### config.mk
export PLATFORM = sky130hd
export DESIGN_NAME = multicycle_controller_flat
export DESIGN_NICKNAME = d
export VERILOG_FILES = /design/src/rtl/multicycle_controller_pkg.sv /design/src/rtl/multicycle_controller_if.sv /design/src/rtl/multicycle_controller_imm.sv /design/src/rtl/multicycle_controller.sv /design/src/flat_wrapper.sv
export SDC_FILE = /design/constraint.sdc
export NUM_CORES = 1
export LEC_CHECK = 0
export ABC_AREA = 1
export BUFFER_PORTS_ARGS = -buffer_cell sky130_fd_sc_hd__buf_4
export CAP_MARGIN = 10
export CORE_MARGIN = 4
export CORE_UTILIZATION = 31
export CTS_CLUSTER_SIZE = 30
export DETAILED_ROUTE_END_ITERATION = 16
export GPL_ROUTABILITY_DRIVEN = 1
export GPL_TIMING_DRIVEN = 0
export PLACE_DENSITY = 0.64
export SYNTH_ARGS = -nofsm -noshare
export SYNTH_HDL_FRONTEND = slang
export SYNTH_SLANG_ARGS = --single-unit
### constraint.sdc
create_clock -name clk -period 1.2 [get_ports clk]
set_input_delay 0.06 -clock clk [delete_from_list [all_inputs] [get_ports clk]]
set_output_delay 0.06 -clock clk [all_outputs]
set_load 0.01 [all_outputs]
### src/rtl/multicycle_controller_pkg.sv
// Shared definitions for the multicycle RV32I control path: opcodes,
// datapath select encodings and the main FSM state type.
package multicycle_controller_pkg;

  // Opcodes of the supported instruction classes
  localparam logic [6:0] OP_LW  = 7'b0000011;
  localparam logic [6:0] OP_SW  = 7'b0100011;
  localparam logic [6:0] OP_R   = 7'b0110011;
  localparam logic [6:0] OP_I   = 7'b0010011;
  localparam logic [6:0] OP_JAL = 7'b1101111;
  localparam logic [6:0] OP_BR  = 7'b1100011;

  // ALUOp as consumed by alu_decoder
  localparam logic [1:0] ALUOP_ADD   = 2'b00;
  localparam logic [1:0] ALUOP_SUB   = 2'b01;
  localparam logic [1:0] ALUOP_FUNCT = 2'b10;

  // Writeback / PC result source
  localparam logic [1:0] RES_ALUOUT    = 2'b00;
  localparam logic [1:0] RES_READDATA  = 2'b01;
  localparam logic [1:0] RES_ALURESULT = 2'b10;

  // ALU operand A
  localparam logic [1:0] SRCA_PC     = 2'b00;
  localparam logic [1:0] SRCA_OLDPC  = 2'b01;
  localparam logic [1:0] SRCA_RS1    = 2'b10;

  // ALU operand B
  localparam logic [1:0] SRCB_RS2    = 2'b00;
  localparam logic [1:0] SRCB_IMM    = 2'b01;
  localparam logic [1:0] SRCB_FOUR   = 2'b10;

  // Immediate format
  localparam logic [1:0] IMM_I = 2'b00;
  localparam logic [1:0] IMM_S = 2'b01;
  localparam logic [1:0] IMM_B = 2'b10;
  localparam logic [1:0] IMM_J = 2'b11;

  // Main FSM states; encodings 11..15 are unreachable
  typedef enum logic [3:0] {
    S_FETCH    = 4'd0,
    S_DECODE   = 4'd1,
    S_MEMADR   = 4'd2,
    S_MEMREAD  = 4'd3,
    S_MEMWB    = 4'd4,
    S_MEMWRITE = 4'd5,
    S_EXECR    = 4'd6,
    S_EXECI    = 4'd7,
    S_ALUWB    = 4'd8,
    S_JAL      = 4'd9,
    S_BRANCH   = 4'd10
  } state_e;

endpackage

### src/rtl/multicycle_controller_if.sv
// Control bus between the main FSM (master) and the multicycle datapath (slave).
interface multicycle_controller_if;

  logic [6:0] op;
  logic [2:0] funct3;
  logic       zero;
  logic       mem_ready;

  logic       pc_write;
  logic       adr_src;
  logic       mem_write;
  logic       ir_write;
  logic [1:0] result_src;
  logic [1:0] alu_src_a;
  logic [1:0] alu_src_b;
  logic       reg_write;
  logic [1:0] alu_op;
  logic [1:0] imm_src;
  logic       illegal_instr;
  logic       instr_done;

  modport master (
    input  op, funct3, zero, mem_ready,
    output pc_write, adr_src, mem_write, ir_write, result_src, alu_src_a,
           alu_src_b, reg_write, alu_op, imm_src, illegal_instr, instr_done
  );

  modport slave (
    output op, funct3, zero, mem_ready,
    input  pc_write, adr_src, mem_write, ir_write, result_src, alu_src_a,
           alu_src_b, reg_write, alu_op, imm_src, illegal_instr, instr_done
  );

endinterface

### src/rtl/multicycle_controller_imm.sv
// Immediate-format decoder: purely a function of the opcode, independent of FSM state.
module imm_src_decoder
  import multicycle_controller_pkg::*;
(
  input  logic [6:0] op_i,
  output logic [1:0] imm_src_o
);

  // Select the immediate layout for the opcode
  always_comb begin
    unique case (op_i)
      OP_SW:   imm_src_o = IMM_S;
      OP_BR:   imm_src_o = IMM_B;
      OP_JAL:  imm_src_o = IMM_J;
      default: imm_src_o = IMM_I;
    endcase
  end

endmodule

### src/rtl/multicycle_controller.sv
// Main control FSM of the multicycle RV32I core. Only the state is registered;
// the control outputs are decoded from the state (plus mem_ready/zero for
// the PC/IR strobes) and the write strobes are gated off while in reset.
module multicycle_controller
  import multicycle_controller_pkg::*;
#(
  parameter bit MEM_WAIT_EN = 1'b1
)(
  input  logic                          clk,
  input  logic                          rst_n,
  multicycle_controller_if.master       bus
);

  state_e state_q;
  state_e state_d;
  logic   rdy;

  logic       pc_write_s;
  logic       adr_src_s;
  logic       mem_write_s;
  logic       ir_write_s;
  logic [1:0] result_src_s;
  logic [1:0] alu_src_a_s;
  logic [1:0] alu_src_b_s;
  logic       reg_write_s;
  logic [1:0] alu_op_s;
  logic       illegal_s;
  logic       done_s;

  // Branch sense comes from funct3[0] alone; the upper bits are don't-care
  logic unused_funct3;
  assign unused_funct3 = ^bus.funct3[2:1];

  // With memory waiting disabled every access completes in one cycle
  assign rdy = bus.mem_ready | !MEM_WAIT_EN;

  // Next-state selection
  always_comb begin
    // NOTE: every combinational output gets a default first so no path leaves it unassigned (no latch).
    state_d = state_q;
    unique case (state_q)
      S_FETCH:    state_d = rdy ? S_DECODE : S_FETCH;
      S_DECODE: begin
        unique case (bus.op)
          OP_LW, OP_SW: state_d = S_MEMADR;
          OP_R:         state_d = S_EXECR;
          OP_I:         state_d = S_EXECI;
          OP_JAL:       state_d = S_JAL;
          OP_BR:        state_d = S_BRANCH;
          default:      state_d = S_FETCH;
        endcase
      end
      S_MEMADR:   state_d = (bus.op == OP_LW) ? S_MEMREAD : S_MEMWRITE;
      S_MEMREAD:  state_d = rdy ? S_MEMWB : S_MEMREAD;
      S_MEMWB:    state_d = S_FETCH;
      S_MEMWRITE: state_d = rdy ? S_FETCH : S_MEMWRITE;
      S_EXECR:    state_d = S_ALUWB;
      S_EXECI:    state_d = S_ALUWB;
      S_ALUWB:    state_d = S_FETCH;
      S_JAL:      state_d = S_ALUWB;
      S_BRANCH:   state_d = S_FETCH;
      default:    state_d = S_FETCH;
    endcase
  end

  // State register with asynchronous return to FETCH
  always_ff @(posedge clk or negedge rst_n) begin
    // NOTE: sequential state uses non-blocking assignments so all flops update together at the edge.
    if (!rst_n) state_q <= S_FETCH;
    else        state_q <= state_d;
  end

  // Moore decode of datapath controls from the current state
  always_comb begin
    pc_write_s   = 1'b0;
    adr_src_s    = 1'b0;
    mem_write_s  = 1'b0;
    ir_write_s   = 1'b0;
    result_src_s = RES_ALUOUT;
    alu_src_a_s  = SRCA_PC;
    alu_src_b_s  = SRCB_RS2;
    reg_write_s  = 1'b0;
    alu_op_s     = ALUOP_ADD;
    illegal_s    = 1'b0;
    done_s       = 1'b0;
    unique case (state_q)
      S_FETCH: begin
        alu_src_b_s  = SRCB_FOUR;
        result_src_s = RES_ALURESULT;
        ir_write_s   = rdy;
        pc_write_s   = rdy;
      end
      S_DECODE: begin
        alu_src_a_s = SRCA_OLDPC;
        alu_src_b_s = SRCB_IMM;
        unique case (bus.op)
          OP_LW, OP_SW, OP_R, OP_I, OP_JAL, OP_BR: illegal_s = 1'b0;
          default:                                illegal_s = 1'b1;
        endcase
      end
      S_MEMADR: begin
        alu_src_a_s = SRCA_RS1;
        alu_src_b_s = SRCB_IMM;
      end
      S_MEMREAD: adr_src_s = 1'b1;
      S_MEMWB: begin
        result_src_s = RES_READDATA;
        reg_write_s  = 1'b1;
        done_s       = 1'b1;
      end
      S_MEMWRITE: begin
        adr_src_s   = 1'b1;
        mem_write_s = 1'b1;
        done_s      = rdy;
      end
      S_EXECR: begin
        alu_src_a_s = SRCA_RS1;
        alu_op_s    = ALUOP_FUNCT;
      end
      S_EXECI: begin
        alu_src_a_s = SRCA_RS1;
        alu_src_b_s = SRCB_IMM;
        alu_op_s    = ALUOP_FUNCT;
      end
      S_ALUWB: begin
        reg_write_s = 1'b1;
        done_s      = 1'b1;
      end
      S_JAL: begin
        alu_src_a_s = SRCA_OLDPC;
        alu_src_b_s = SRCB_FOUR;
        pc_write_s  = 1'b1;
      end
      S_BRANCH: begin
        alu_src_a_s = SRCA_RS1;
        alu_op_s    = ALUOP_SUB;
        pc_write_s  = bus.zero ^ bus.funct3[0];
        done_s      = 1'b1;
      end
      default: ;
    endcase
  end

  // Write strobes are suppressed the moment reset is asserted
  assign bus.pc_write      = pc_write_s  & rst_n;
  assign bus.ir_write      = ir_write_s  & rst_n;
  assign bus.mem_write     = mem_write_s & rst_n;
  assign bus.reg_write     = reg_write_s & rst_n;
  assign bus.adr_src       = adr_src_s;
  assign bus.result_src    = result_src_s;
  assign bus.alu_src_a     = alu_src_a_s;
  assign bus.alu_src_b     = alu_src_b_s;
  assign bus.alu_op        = alu_op_s;
  assign bus.illegal_instr = illegal_s;
  assign bus.instr_done    = done_s;

  imm_src_decoder u_imm_src_decoder (
    .op_i      (bus.op),
    .imm_src_o (bus.imm_src)
  );

endmodule

### src/flat_wrapper.sv
// flat-port wrapper written by rule: the top's interface ports become plain ports
module multicycle_controller_flat import multicycle_controller_pkg::*;
#(
  parameter bit MEM_WAIT_EN = 1'b1
)
  (clk, rst_n, bus_op, bus_funct3, bus_zero, bus_mem_ready, bus_pc_write, bus_adr_src, bus_mem_write, bus_ir_write, bus_result_src, bus_alu_src_a, bus_alu_src_b, bus_reg_write, bus_alu_op, bus_imm_src, bus_illegal_instr, bus_instr_done);
  multicycle_controller_if bus_i ();
  input  logic clk;
  input  logic rst_n;
  input wire logic [$bits(bus_i.op)-1:0] bus_op;
  input wire logic [$bits(bus_i.funct3)-1:0] bus_funct3;
  input wire logic [$bits(bus_i.zero)-1:0] bus_zero;
  input wire logic [$bits(bus_i.mem_ready)-1:0] bus_mem_ready;
  output wire logic [$bits(bus_i.pc_write)-1:0] bus_pc_write;
  output wire logic [$bits(bus_i.adr_src)-1:0] bus_adr_src;
  output wire logic [$bits(bus_i.mem_write)-1:0] bus_mem_write;
  output wire logic [$bits(bus_i.ir_write)-1:0] bus_ir_write;
  output wire logic [$bits(bus_i.result_src)-1:0] bus_result_src;
  output wire logic [$bits(bus_i.alu_src_a)-1:0] bus_alu_src_a;
  output wire logic [$bits(bus_i.alu_src_b)-1:0] bus_alu_src_b;
  output wire logic [$bits(bus_i.reg_write)-1:0] bus_reg_write;
  output wire logic [$bits(bus_i.alu_op)-1:0] bus_alu_op;
  output wire logic [$bits(bus_i.imm_src)-1:0] bus_imm_src;
  output wire logic [$bits(bus_i.illegal_instr)-1:0] bus_illegal_instr;
  output wire logic [$bits(bus_i.instr_done)-1:0] bus_instr_done;
  assign bus_i.op = bus_op;
  assign bus_i.funct3 = bus_funct3;
  assign bus_i.zero = bus_zero;
  assign bus_i.mem_ready = bus_mem_ready;
  assign bus_pc_write = bus_i.pc_write;
  assign bus_adr_src = bus_i.adr_src;
  assign bus_mem_write = bus_i.mem_write;
  assign bus_ir_write = bus_i.ir_write;
  assign bus_result_src = bus_i.result_src;
  assign bus_alu_src_a = bus_i.alu_src_a;
  assign bus_alu_src_b = bus_i.alu_src_b;
  assign bus_reg_write = bus_i.reg_write;
  assign bus_alu_op = bus_i.alu_op;
  assign bus_imm_src = bus_i.imm_src;
  assign bus_illegal_instr = bus_i.illegal_instr;
  assign bus_instr_done = bus_i.instr_done;
  multicycle_controller #(.MEM_WAIT_EN(MEM_WAIT_EN)) u_core (.clk(clk), .rst_n(rst_n), .bus(bus_i));
endmodule
Word level (Yosys, flattened, before mapping)
Index checks and enable logic that the tools add are counted.
{ "totals": {"register_bits": 4, "inputBits": 14, "output_inout_bits": 17, "word_cells": 53} }
{ "op_classes": {"eq_ne": 16, "muxes": 19, "bitwise_logic": 5, "n_reduce_logical": 12} }
{ "ops": {"columns": ["cell", "count"], "rows": [
  ["4-bit case mux with 6 select lines", 1],
  ["4-bit case mux with 5 select lines", 1],
  ["4-bit by 3-bit == test with 1-bit output (second input constant)", 4],
  ["2-bit case mux with 2 select lines", 4],
  ["7-bit by 6-bit == test with 1-bit output (second input constant)", 2],
  ["7-bit == test (second input constant)", 2],
  ["4-bit == test (second input constant)", 3],
  ["2-bit OR reduction", 6],
  ["3-bit two-way mux", 3],
  ["3-bit OR reduction", 3],
  ["4-bit by 2-bit == test with 1-bit output (second input constant)", 2],
  ["7-bit by 2-bit == test with 1-bit output (second input constant)", 1],
  ["7-bit by 5-bit == test with 1-bit output (second input constant)", 1],
  ["1-bit two-way mux", 7],
  ["2-bit case mux with 3 select lines", 1],
  ["6-bit OR reduction", 1],
  ["1-bit bitwise AND", 4],
  ["4-bit by 1-bit == test with 1-bit output (second input constant)", 1],
  ["4-bit logical NOT", 1],
  ["4-bit OR reduction", 1],
  ["1-bit case mux with 3 select lines", 1],
  ["1-bit case mux with 2 select lines", 1],
  ["1-bit XOR", 1]
]} }

Logic depth before layout (Yosys ltp)
Gate-level depths: netlist (run 1).
{ "logic_depth": {"word_depth": 4, "ltp_mapped": 7, "mapped_depth_nobuf": 7} }

By module
Synthesis (run 1) repeated with hierarchy kept, for this count alone.
{ "hier_totals": {"hier_cells": 114, "area_unflattened_um2": 563.0} }
{ "modules_own_cells": {"columns": ["module", "instances", "cells_each", "area_per_inst_um2", "seq_area_each_um2"], "rows": [
  ["multicycle_controller", 1, 97, 494.2, 100.1],
  ["imm_src_decoder", 1, 17, 68.8, 0.0]
]} }

Worst setup path after synthesis (run 1)
Ideal clock, no wire load.
{ "synth_timing": {"path_type": "reg2out", "start": "reg u_core.state_q[2]", "end": "out bus_illegal_instr", "arrival_ns": 1.048, "required_ns": 1.140, "path_slack_ns": 0.092, "stages_incl_launch_ff": 6, "n_path_buf": 0, "cell_sequence": "dfrtp_1 nor2_4 inv_4 nor2_8 inv_2 nor3_2"} }
{ "synth_via": {"elab_chain_cells": 2} }
{ "synth_lines": {"columns": ["element", "line_no", "text"], "rows": [
  ["start, declared", "multicycle_controller.sv:14", "state_e state_q;"],
  ["start signal, assigned", "multicycle_controller.sv:70", "else state_q <= state_d;"],
  ["4-bit by 1-bit == test with 1-bit output", "multicycle_controller.sv:86", "unique case (state_q)"],
  ["1-bit two-way mux", "multicycle_controller.sv:86", null],
  ["end, declared", "flat_wrapper.sv:24", "output wire logic [$bits(bus_i.illegal_instr)-1:0] bus_illegal_instr;"]
]} }
Every way passes these cells.

Worst setup path after layout (run 1)
{ "layout_timing": {"start": "reg u_core.state_q[1]", "end": "out bus_pc_write"} }
{ "layout_via": {"elab_chain_cells": 3, "elab_cells_between_ends": 5, "classes_between": "eq/ne: 2; mux: 1; bitwise: 1; reduce/logical: 1"} }
{ "layout_lines": {"columns": ["element", "line_no", "text"], "rows": [
  ["4-bit == test / 4-bit logical NOT (equally long branches)", "multicycle_controller.sv:86", null],
  ["1-bit case mux with 3 select lines (*)", "multicycle_controller.sv:86", null],
  ["1-bit bitwise AND (*)", "multicycle_controller.sv:145", "assign bus.pc_write = pc_write_s & rst_n;"],
  ["end, declared", "flat_wrapper.sv:14", "output wire logic [$bits(bus_i.pc_write)-1:0] bus_pc_write;"]
]} }
Mark *: on every way between the ends. The rest lies on a longest branch, timed or not.

==> impl_metrics.yaml, run 1 <==
outcome:
  run_status: "complete, but fails checks"
  violated_checks: "negative setup slack"
synth:
  synth.ff_latch_count: 4
  ys_types: 16
  yosysSeqAreaShare_pct: 18.26
  postSynthCellCount: 97
  synthesis.yosys.warnings: 0
  number_of_nets_produced_by_synthesis: 111
  syn-mean-instance-area_um2: 5.650
  syn_area_um2: 548.0
timing:
  finalCriticalPeriod_ns: 1.418
  hold_viol_final: 0
  post-route-worst-setup-slack_ns: -0.2177
  hold_ws_ns: 0.1344
  rsz_0062_raised_after_global_routing: "yes"
  period_share_pct: 118.1
  relSlewSlack_pct: 84.72
  timing_max_transition_violations_final: 0
  worst_slew_pin_slew_ns: 0.2283
  final.setup_skew_ns: 0.008179
  final-setup-viol-count: 16
  maxClockFrequency_mhz: 705.4
pwr:
  power.static_leakage_nw: 0.5263
  power_w: 0.0005966
  power_per_cell_area_nw_per_um2: 629.0
  peakVddDrop_v: 0.0004845
cts:
  clock_tree.htree_level_count: 1
  cts_tree: "yes"
  max-clock-path-buffers: 2
  cts.reportedPaths.clkPinSlew_ns: 0.04
  clock_latency_on_the_worst_skew_pair_ns: 0.25
  numCtsBuffers: 3
  clock_tree.root_cell: "clkbuf_4"
  cts.sinks: 4
cells_and_area:
  final-seq-area_um2: 103.9
  multi_input_area_um2: 412.9
  largest_registers_in_the_final_layout: "u_core.state_q x4"
  antenna-diode-count: 0
  utilization_pct: 59.50
  net_count_reported_at_finish: 154
  flip_flop_count_of_the_largest_register_all_copies_and_words_added: 4
  drive_gt1_share_pct: 49.28
  fin_cells: 162
  largest-register: "u_core.state_q"
  fillerInstances: 153
  syn_to_final_growth_pct: 73.06
floorplan:
  dieArea_um2: 2505
  num_io_pins: 31
  fp-row-count: 14
  die_w_um: 50.05
  start_util_pct: 34.38
  floorplan.die.height_um: 50.05
  core_area_um2: 1594
place:
  port_buffers: 28
  total_half_perimeter_wirelength_after_legalization_and_detailed_placement_um: 1305
  gp_routability_congestion: 0.8267
  numPlacedInstances: 149
worst_setup_path:
  critPathMaxStageDelay_ns: 0.43
  critPathCaptureType: "primary output"
  crit_fanout: 5
  crit_path_top_delay_cell: "dfrtp_2"
  crit_buf_inv: 1
  setup.worst_path.start_class: "flip-flop"
  crit_top_cell: "nor2_1"
  timing.critical_path.required_ns: 1.14
  arrival_ns: 1.36
  timing.critical_path.cells: "nor2_1, nand3_1, nand2_1, nor2_1, nor2_1, buf_4"
  setup.worst_path.class: "flip-flop to primary output"
  cp_top_family: "simple AND/OR/NAND/NOR gates"
grt:
  met1_demand_to_capacity_share_in_global_routing_pct: 16.04
  globalRouteMet2Util_pct: 23.91
  grt_pass1_vias: 653
  grt_max_degree: 6
  grt_antenna_before_repair: 0
  grt_util_all_layers_pct: 14.13
  grt_pass1_wl_um: 2711
  gr-usage-met3_pct: 5.723
  top_usage_layer: "met2"
  grt_overflow: 0
routing:
  routed_wl_um: 1700
  drt_pre_antenna_iters: 4
  dr_total_vias: 732
  routed_vias_inst: 4.519
  route.antenna.remaining_nets: 0
  initialDrtViolationCount: 10
  routed_wire_length_per_instance_um: 10.49
  remaining_drc_errors: 0
run:
  maxCapViolations: 0
hold_path:
  worstHoldPathType: "input port to flip-flop"
## logic make-up (layout without fill, tap and decap cells)
logic type,count (synthesis),after routing,share of synthesized area [%]
and+or+nand+nor,65,65,57.99
buffers and inverters,19,60,13.47
DFF,4,4,18.27
AOI/OAI and AO/OA,8,8,8.675
xor gates and xnor gates,1,1,1.598
## cell usage in the layout, fill, tap and decap left out, drive strengths merged
master       count
nand3b           1
xnor2            1
o211ai           3
inv             19
buf             37
nor3             1
clkbuf           3
o21ai            5
nand3           10
nand2           25
dfrtp            4
nor2            28
dlygate4sd3      1
## tightest hold or removal path, stage by stage
cell and delay (ns):
buf_4 0.10, nor2_1 0.04, nand3_1 0.07, nand3b_1 0.07
## routing by layer
| layer | routed length [um] | up-vias |
|---|---|---|
| met5 | 0 | - |
| met4 | 21 | 0 |
| met3 | 107 | 4 |
| met2 | 837 | 25 |
| met1 | 734 | 322 |
| li1 | - | 381 |
## synthesized netlist by cell type
cell | n | area share (%)
nand3b_1 | 1 | 1.4
nor2_2 | 2 | 2.3
inv_2 | 5 | 3.4
xnor2_1 | 1 | 1.6
o211ai_1 | 3 | 4.1
nor2_8 | 1 | 3.7
o21ai_0 | 5 | 4.6
nand2_1 | 22 | 15
nand3_1 | 10 | 9.1
dfrtp_1 | 4 | 18
nor2_4 | 3 | 6.2
inv_1 | 13 | 8.9
nor3_2 | 1 | 1.8
inv_4 | 1 | 1.1
nand2_2 | 3 | 3.4
nor2_1 | 22 | 15
## power by group
part	leakage [nW]	switching (W)	internal (W)
Combinational	0.463	0.000133	0.000129
Clock	0.0138	0.0000715	0.000113
Sequential	0.0493	0.00000845	0.000142
## final timing paths
| check | from | to | slack (ns) | depth (start not counted) |
|---|---|---|---|---|
| max reg2reg | u_core.state_q[3] | u_core.state_q[2] | -0.11 | 7 |
| min | bus_op[6] | u_core.state_q[2] | 0.13 | 4 |
| min reg2reg | u_core.state_q[1] | u_core.state_q[3] | 0.69 | 3 |
| max | u_core.state_q[1] | bus_pc_write | -0.22 | 6 |
| min in group asynchronous | rst_n | u_core.state_q[2] | 0.15 | 2 |
| max in group asynchronous | rst_n | u_core.state_q[1] | 0.92 | 2 |
## timing repair
item	4_1_cts	5_1_grt
gates resized for setup	12	11
endpoints found under the hold margin	4	0
endpoints found under the setup margin	14	18
hold buffers	1	0
pin swaps	4	4
buffers inserted	4	5
## through the flow
step           setup TNS, ns  worst slack (ns)  instance area (um2)
3_5_place_dp        -0.06744          -0.06744                788.3
2_1_floorplan              0           0.09162                548.0
4_1_cts               -1.616           -0.2311                875.8
6_report              -2.388           -0.2177                948.4
5_1_grt               -3.490           -0.2838                948.4
3_3_place_gp        -0.05765          -0.05765                788.3
## final cells by class
| class | count | share of cell area [%] |
|---|---|---|
| inverters | 19 | 8.047 |
| well taps | 24 | 3.166 |
| multi-input cells | 74 | 43.54 |
| flip-flops and latches | 4 | 10.95 |
| clock buffers | 3 | 2.375 |
| repair buffers | 38 | 31.93 |
(Power assumes the default switching activity.)
==> run 2: changes to the inputs <==
Settings changed: BUFFER_PORTS_ARGS -buffer_cell sky130_fd_sc_hd__buf_4 to default, DONT_BUFFER_PORTS from default to 1, PLACE_DENSITY 0.64 to 0.49.
==> run 2 against run 1 <==
  * The flow still finishes with violations (negative setup slack)
  * Count of clock-buffer cells in the layout is the same
  * Clock skew fell by 0.0053 ns
  * Setup slack better by 0.077 ns
  * Largest power group unchanged
  * Register-to-register slack worse by 0.03 ns
==> impl_metrics.yaml, run 2 (synthesized netlist as in run 1, its figures left out) <==
cts:
  numCtsBuffers: 3
  clock_tree.htree_level_count: 1
  cts.sinks: 4
  cts_tree: "yes"
  clock_tree.root_cell: "clkbuf_4"
  cts.reportedPaths.clkPinSlew_ns: 0.04
  clock_latency_on_the_worst_skew_pair_ns: 0.23
  max-clock-path-buffers: 2
routing:
  initialDrtViolationCount: 13
  remaining_drc_errors: 0
  dr_total_vias: 622
  routed_wl_um: 1608
  drt_pre_antenna_iters: 4
  routed_vias_inst: 4.712
  route.antenna.remaining_nets: 0
  routed_wire_length_per_instance_um: 12.18
cells_and_area:
  final_common_cell: "nand2_1"
  largest-register: "u_core.state_q"
  antenna-diode-count: 0
  net_count_reported_at_finish: 124
  layout_common_cells: "nand2_1, nor2_1, inv_1"
  final-seq-area_um2: 105.1
  drive_gt1_share_pct: 41.67
  syn_to_final_growth_pct: 38.36
  flip_flop_count_of_the_largest_register_all_copies_and_words_added: 4
  largest_registers_in_the_final_layout: "u_core.state_q x4"
  multi_input_area_um2: 459.2
  fillerInstances: 143
  utilization_pct: 47.57
timing:
  rsz_0062_raised_after_global_routing: "yes"
  final.setup_skew_ns: 0.002874
  finalCriticalPeriod_ns: 1.340
  hold_viol_final: 0
  maxClockFrequency_mhz: 746.1
  relSlewSlack_pct: 78.31
  period_share_pct: 111.7
  post-route-worst-setup-slack_ns: -0.1403
  final-setup-viol-count: 11
  timing_max_transition_violations_final: 0
  worst_slew_pin_slew_ns: 0.3240
floorplan:
  floorplan.die.height_um: 50.05
  dieArea_um2: 2505
  die_w_um: 50.05
  fp-row-count: 14
  num_io_pins: 31
  start_util_pct: 34.38
  core_area_um2: 1594
outcome:
  violated_checks: "negative setup slack"
  run_status: "complete, but fails checks"
pwr:
  power_per_cell_area_nw_per_um2: 684.3
  peakVddDrop_v: 0.0003050
  power.static_leakage_nw: 0.3742
  power_w: 0.0005188
worst_setup_path:
  arrival_ns: 1.28
  setup.worst_path.class: "flip-flop to primary output"
  timing.critical_path.required_ns: 1.14
  setup.worst_path.start_class: "flip-flop"
  crit_fanout: 5
  critPathCaptureType: "primary output"
place:
  gp_routability_congestion: 0.8176
  port_buffers: 0
  total_half_perimeter_wirelength_after_legalization_and_detailed_placement_um: 1183
grt:
  grt_pass1_vias: 600
  grt_antenna_before_repair: 0
  grt_max_degree: 6
  grt_pass1_wl_um: 2456
  grt_util_all_layers_pct: 12.52
  grt_overflow: 0
run:
  maxCapViolations: 0
hold_path:
  worstHoldPathType: "input port to flip-flop"
[run 2: cell count changes in the layout (fill, tap and decap cells not counted), moves of 3 or more]
| cell | change |
|---|---|
| nor2_4 | +4 |
| nor2_1 | -3 |
| buf_4 | -26 |
| buf_6 | -4 |
[run 2: layout make-up]
class / instances / area share, %
Clock buffer: 3 / 2.970
Sequential cell: 4 / 13.86
Inverter: 19 / 10.40
Timing Repair Buffer: 8 / 8.251
Tap cell: 24 / 3.960
Multi-Input combinational cell: 74 / 60.56
[run 2: final timing paths]
path                                    from           endpoint  slack [ns]  cells past startpoint
hold / removal                 bus_mem_ready  u_core.state_q[0]        0.05                      3
setup / recovery           u_core.state_q[2]       bus_pc_write       -0.14                      5
min in group asynchronous              rst_n  u_core.state_q[3]        0.10                      1
max in group asynchronous              rst_n  u_core.state_q[1]        0.91                      1
setup reg to reg           u_core.state_q[2]  u_core.state_q[1]       -0.14                      7
hold reg to reg            u_core.state_q[2]  u_core.state_q[3]        0.73                      3
[run 2: report_power, final]
part	internal, W	total [W]	switching (W)
Combinational	0.0000721	0.000200	0.000128
Clock	0.000112	0.000161	0.0000498
Sequential	0.000143	0.000158	0.0000150
[run 2: per-stage QoR]
stage,hold slack [ns],setup WS (ns),area [um2],setup TNS [ns],cells
final,0.04598,-0.1403,758.2,-1.123,132
after global routing,0.07001,-0.1958,758.2,-2.046,132
after CTS,0.03550,-0.1375,654.4,-0.9584,128
after detailed placement,-0.2354,-0.01982,578.1,-0.01982,121
after global placement,-0.2354,-0.04764,578.1,-0.04764,121
after floorplan,-0.2356,0.09162,548.0,0,97
[run 2: what timing repair did]
action / in CTS / in global routing
hold endpoints to repair: 4 / 0
hold buffers: 1 / 0
buffers inserted: 3 / 4
setup endpoints to repair: 12 / 18
resized for setup: 11 / 23
pin swaps: 4 / 8
[run 2: critical path, stage by stage (launching register included)]
cell     delay [ns]
dfrtp_2        0.46
nor2_4         0.20
nand3_4        0.13
nand2_2        0.08
nor2_1         0.05
nor2_2         0.15
[run 2: metal layers]
metal | GRT usage [%] | routed length, um | share of wire (%)
met1 | 14.23 | 635 | 39
met2 | 21.09 | 853 | 53
met3 | 1.807 | 99 | 6.2
met4 | 8.756 | 19 | 1.2
met5 | 0 | 0 | 0
==> run 3: changes to the inputs <==
Settings changed: CORE_MARGIN 4 to 10, PLACE_DENSITY 0.49 to default.
==> run 3 against run 2 <==
  * The run still ends with negative setup slack left
  * Setup slack gained 0.011 ns
  * Final cell count shrank 0.76%
  * Clock skew shrank 0.00079 ns
  * Sequential cell count is the same
  * Register-to-register slack gained 0.19 ns
  * Critical endpoint unchanged
  * Largest power group unchanged
==> impl_metrics.yaml, run 3 (synthesized netlist as in run 1, its figures left out) <==
worst_setup_path:
  reg_to_reg_critical_path_endpoint: "u_core.state_q[1]"
  r2r_start: "u_core.state_q[2]"
  worst_setup_path_endpoint: "bus_pc_write"
  setup.worst_path.class: "flip-flop to primary output"
  crit_path_top_delay_cell: "dfrtp_2"
  critical_path.startpoint: "u_core.state_q[2]"
  timing.critical_path.required_ns: 1.14
  setup.worst_path.start_class: "flip-flop"
  crit_fanout: 4
  ff2ff_path_depth: 6
  critPathMaxStageDelay_ns: 0.45
  r2r_setup_slack_ns: 0.05
  critPathCaptureType: "primary output"
  timing.critical_path.cells: "nor2_4, nand3_2, nand2_1, nor2_1, nor2_2"
  arrival_ns: 1.27
timing:
  total_negative_setup_slacks_ns: -0.6969
  maxClockFrequency_mhz: 752.4
  period_share_pct: 110.8
  timing_max_transition_violations_final: 0
  worst_slew_pin_slew_ns: 0.3559
  finalCriticalPeriod_ns: 1.329
  final.setup_skew_ns: 0.002081
  relSlewSlack_pct: 76.17
  rsz_0062_raised_after_global_routing: "yes"
  hold_viol_final: 0
  final-setup-viol-count: 10
  post-route-worst-setup-slack_ns: -0.1290
  hold_ws_ns: 0.03967
floorplan:
  dieArea_um2: 3850
  num_io_pins: 31
  start_util_pct: 32.09
  floorplan.die.height_um: 62.05
  fp-row-count: 15
  core_area_um2: 1708
  die_w_um: 62.05
routing:
  initialDrtViolationCount: 14
  remaining_drc_errors: 0
  routed_vias_inst: 4.580
  drt_pre_antenna_iters: 4
  dr_total_vias: 600
  routed_wire_length_per_instance_um: 11.97
  route.antenna.remaining_nets: 0
  routed_wl_um: 1568
cells_and_area:
  drive_gt1_share_pct: 36.79
  flip_flop_count_of_the_largest_register_all_copies_and_words_added: 4
  largest-register: "u_core.state_q"
  layout_common_cells: "nand2_1, nor2_1, inv_1"
  largest_registers_in_the_final_layout: "u_core.state_q x4"
  net_count_reported_at_finish: 122
  antenna-diode-count: 0
  utilization_pct: 41.03
  final_common_cell: "nand2_1"
  fillerInstances: 177
  syn_to_final_growth_pct: 27.85
grt:
  grt_overflow: 0
  grt_antenna_before_repair: 0
  grt_pass1_vias: 599
  grt_pass1_wl_um: 2546
  grt_max_degree: 6
  grt_util_all_layers_pct: 8.561
pwr:
  power_per_cell_area_nw_per_um2: 717.7
  peakVddDrop_v: 0.0003623
  power_w: 0.0005029
  power.static_leakage_nw: 0.3582
cts:
  clock_latency_on_the_worst_skew_pair_ns: 0.23
  cts.sinks: 4
  max-clock-path-buffers: 2
  numCtsBuffers: 3
  cts.reportedPaths.clkPinSlew_ns: 0.03
  clock_tree.root_cell: "clkbuf_4"
  clock_tree.htree_level_count: 1
  cts_tree: "yes"
hold_path:
  worstHoldPathType: "input port to flip-flop"
place:
  total_half_perimeter_wirelength_after_legalization_and_detailed_placement_um: 1336
  port_buffers: 0
  gp_routability_congestion: 0.8075
outcome:
  run_status: "complete, but fails checks"
  violated_checks: "negative setup slack"
run:
  maxCapViolations: 0
run 3: cell types whose count changed in the layout (fill, tap and decap cells not counted), sizes merged:
cell  before  now
buf        7    5
run 3: final cells by class:
type                    instances  area, um2  share of cell area, %
well taps                      25      31.28                  4.464
multi-input cells              74      421.7                  60.18
flip-flops and latches          4      103.9                  14.82
clock buffers                   3      22.52                  3.214
inverters                      19      73.82                  10.54
repair buffers                  6      47.55                  6.786
run 3: how the worst min path moves through the flow:
stage | startpoint | endpoint | slack, ns | depth (start not counted)
4_1_cts | bus_mem_ready | u_core.state_q[0] | 0.03 | 2
6_report | bus_op[6] | u_core.state_q[2] | 0.04 | 3
3_5_place_dp | rst_n | u_core.state_q[3] | -0.24 | 0
5_1_grt | bus_mem_ready | u_core.state_q[0] | 0.04 | 2
2_1_floorplan | rst_n | u_core.state_q[0] | -0.24 | 0
3_3_place_gp | rst_n | u_core.state_q[3] | -0.24 | 0
run 3: per-stage QoR:
step                      instance area, um2  instances  worst slack [ns]
final                                  700.7        131           -0.1290
after global routing                   700.7        131           -0.1923
after CTS                              670.6        130           -0.1340
after detailed placement               579.3        122          -0.01631
after global placement                 579.3        122          -0.01417
after floorplan                        548.0         97           0.09162
run 3: timing repair:
action                                  CTS  global route
hold buffers                              1             0
gates resized for setup                  17             6
pin swaps                                 7             6
endpoints found under the setup margin   13            17
buffers inserted                          4             1
hold endpoints to repair                  4             0
run 3: worst max-delay path: cells and delay by family (launching register included):
kind	cells	cell delay, ns
flops	1	0.45
simple gates	5	0.58
run 3: metal layers:
layer | GRT usage (%) | wire length, um | vias to the layer above
met1 | 10.30 | 674 | 252
met4 | 3.822 | 8 | 0
li1 | - | - | 319
met5 | 0 | 0 | -
met2 | 12.57 | 653 | 27
met3 | 4.065 | 231 | 2
run 3: power by group:
| part | total [W] | switching, W | internal, W |
|---|---|---|---|
| clock network | 0.000163 | 0.0000512 | 0.000112 |
| registers | 0.000151 | 0.00000912 | 0.000142 |
| logic | 0.000189 | 0.000120 | 0.0000695 |
| total | 0.000503 | 0.000180 | 0.000323 |
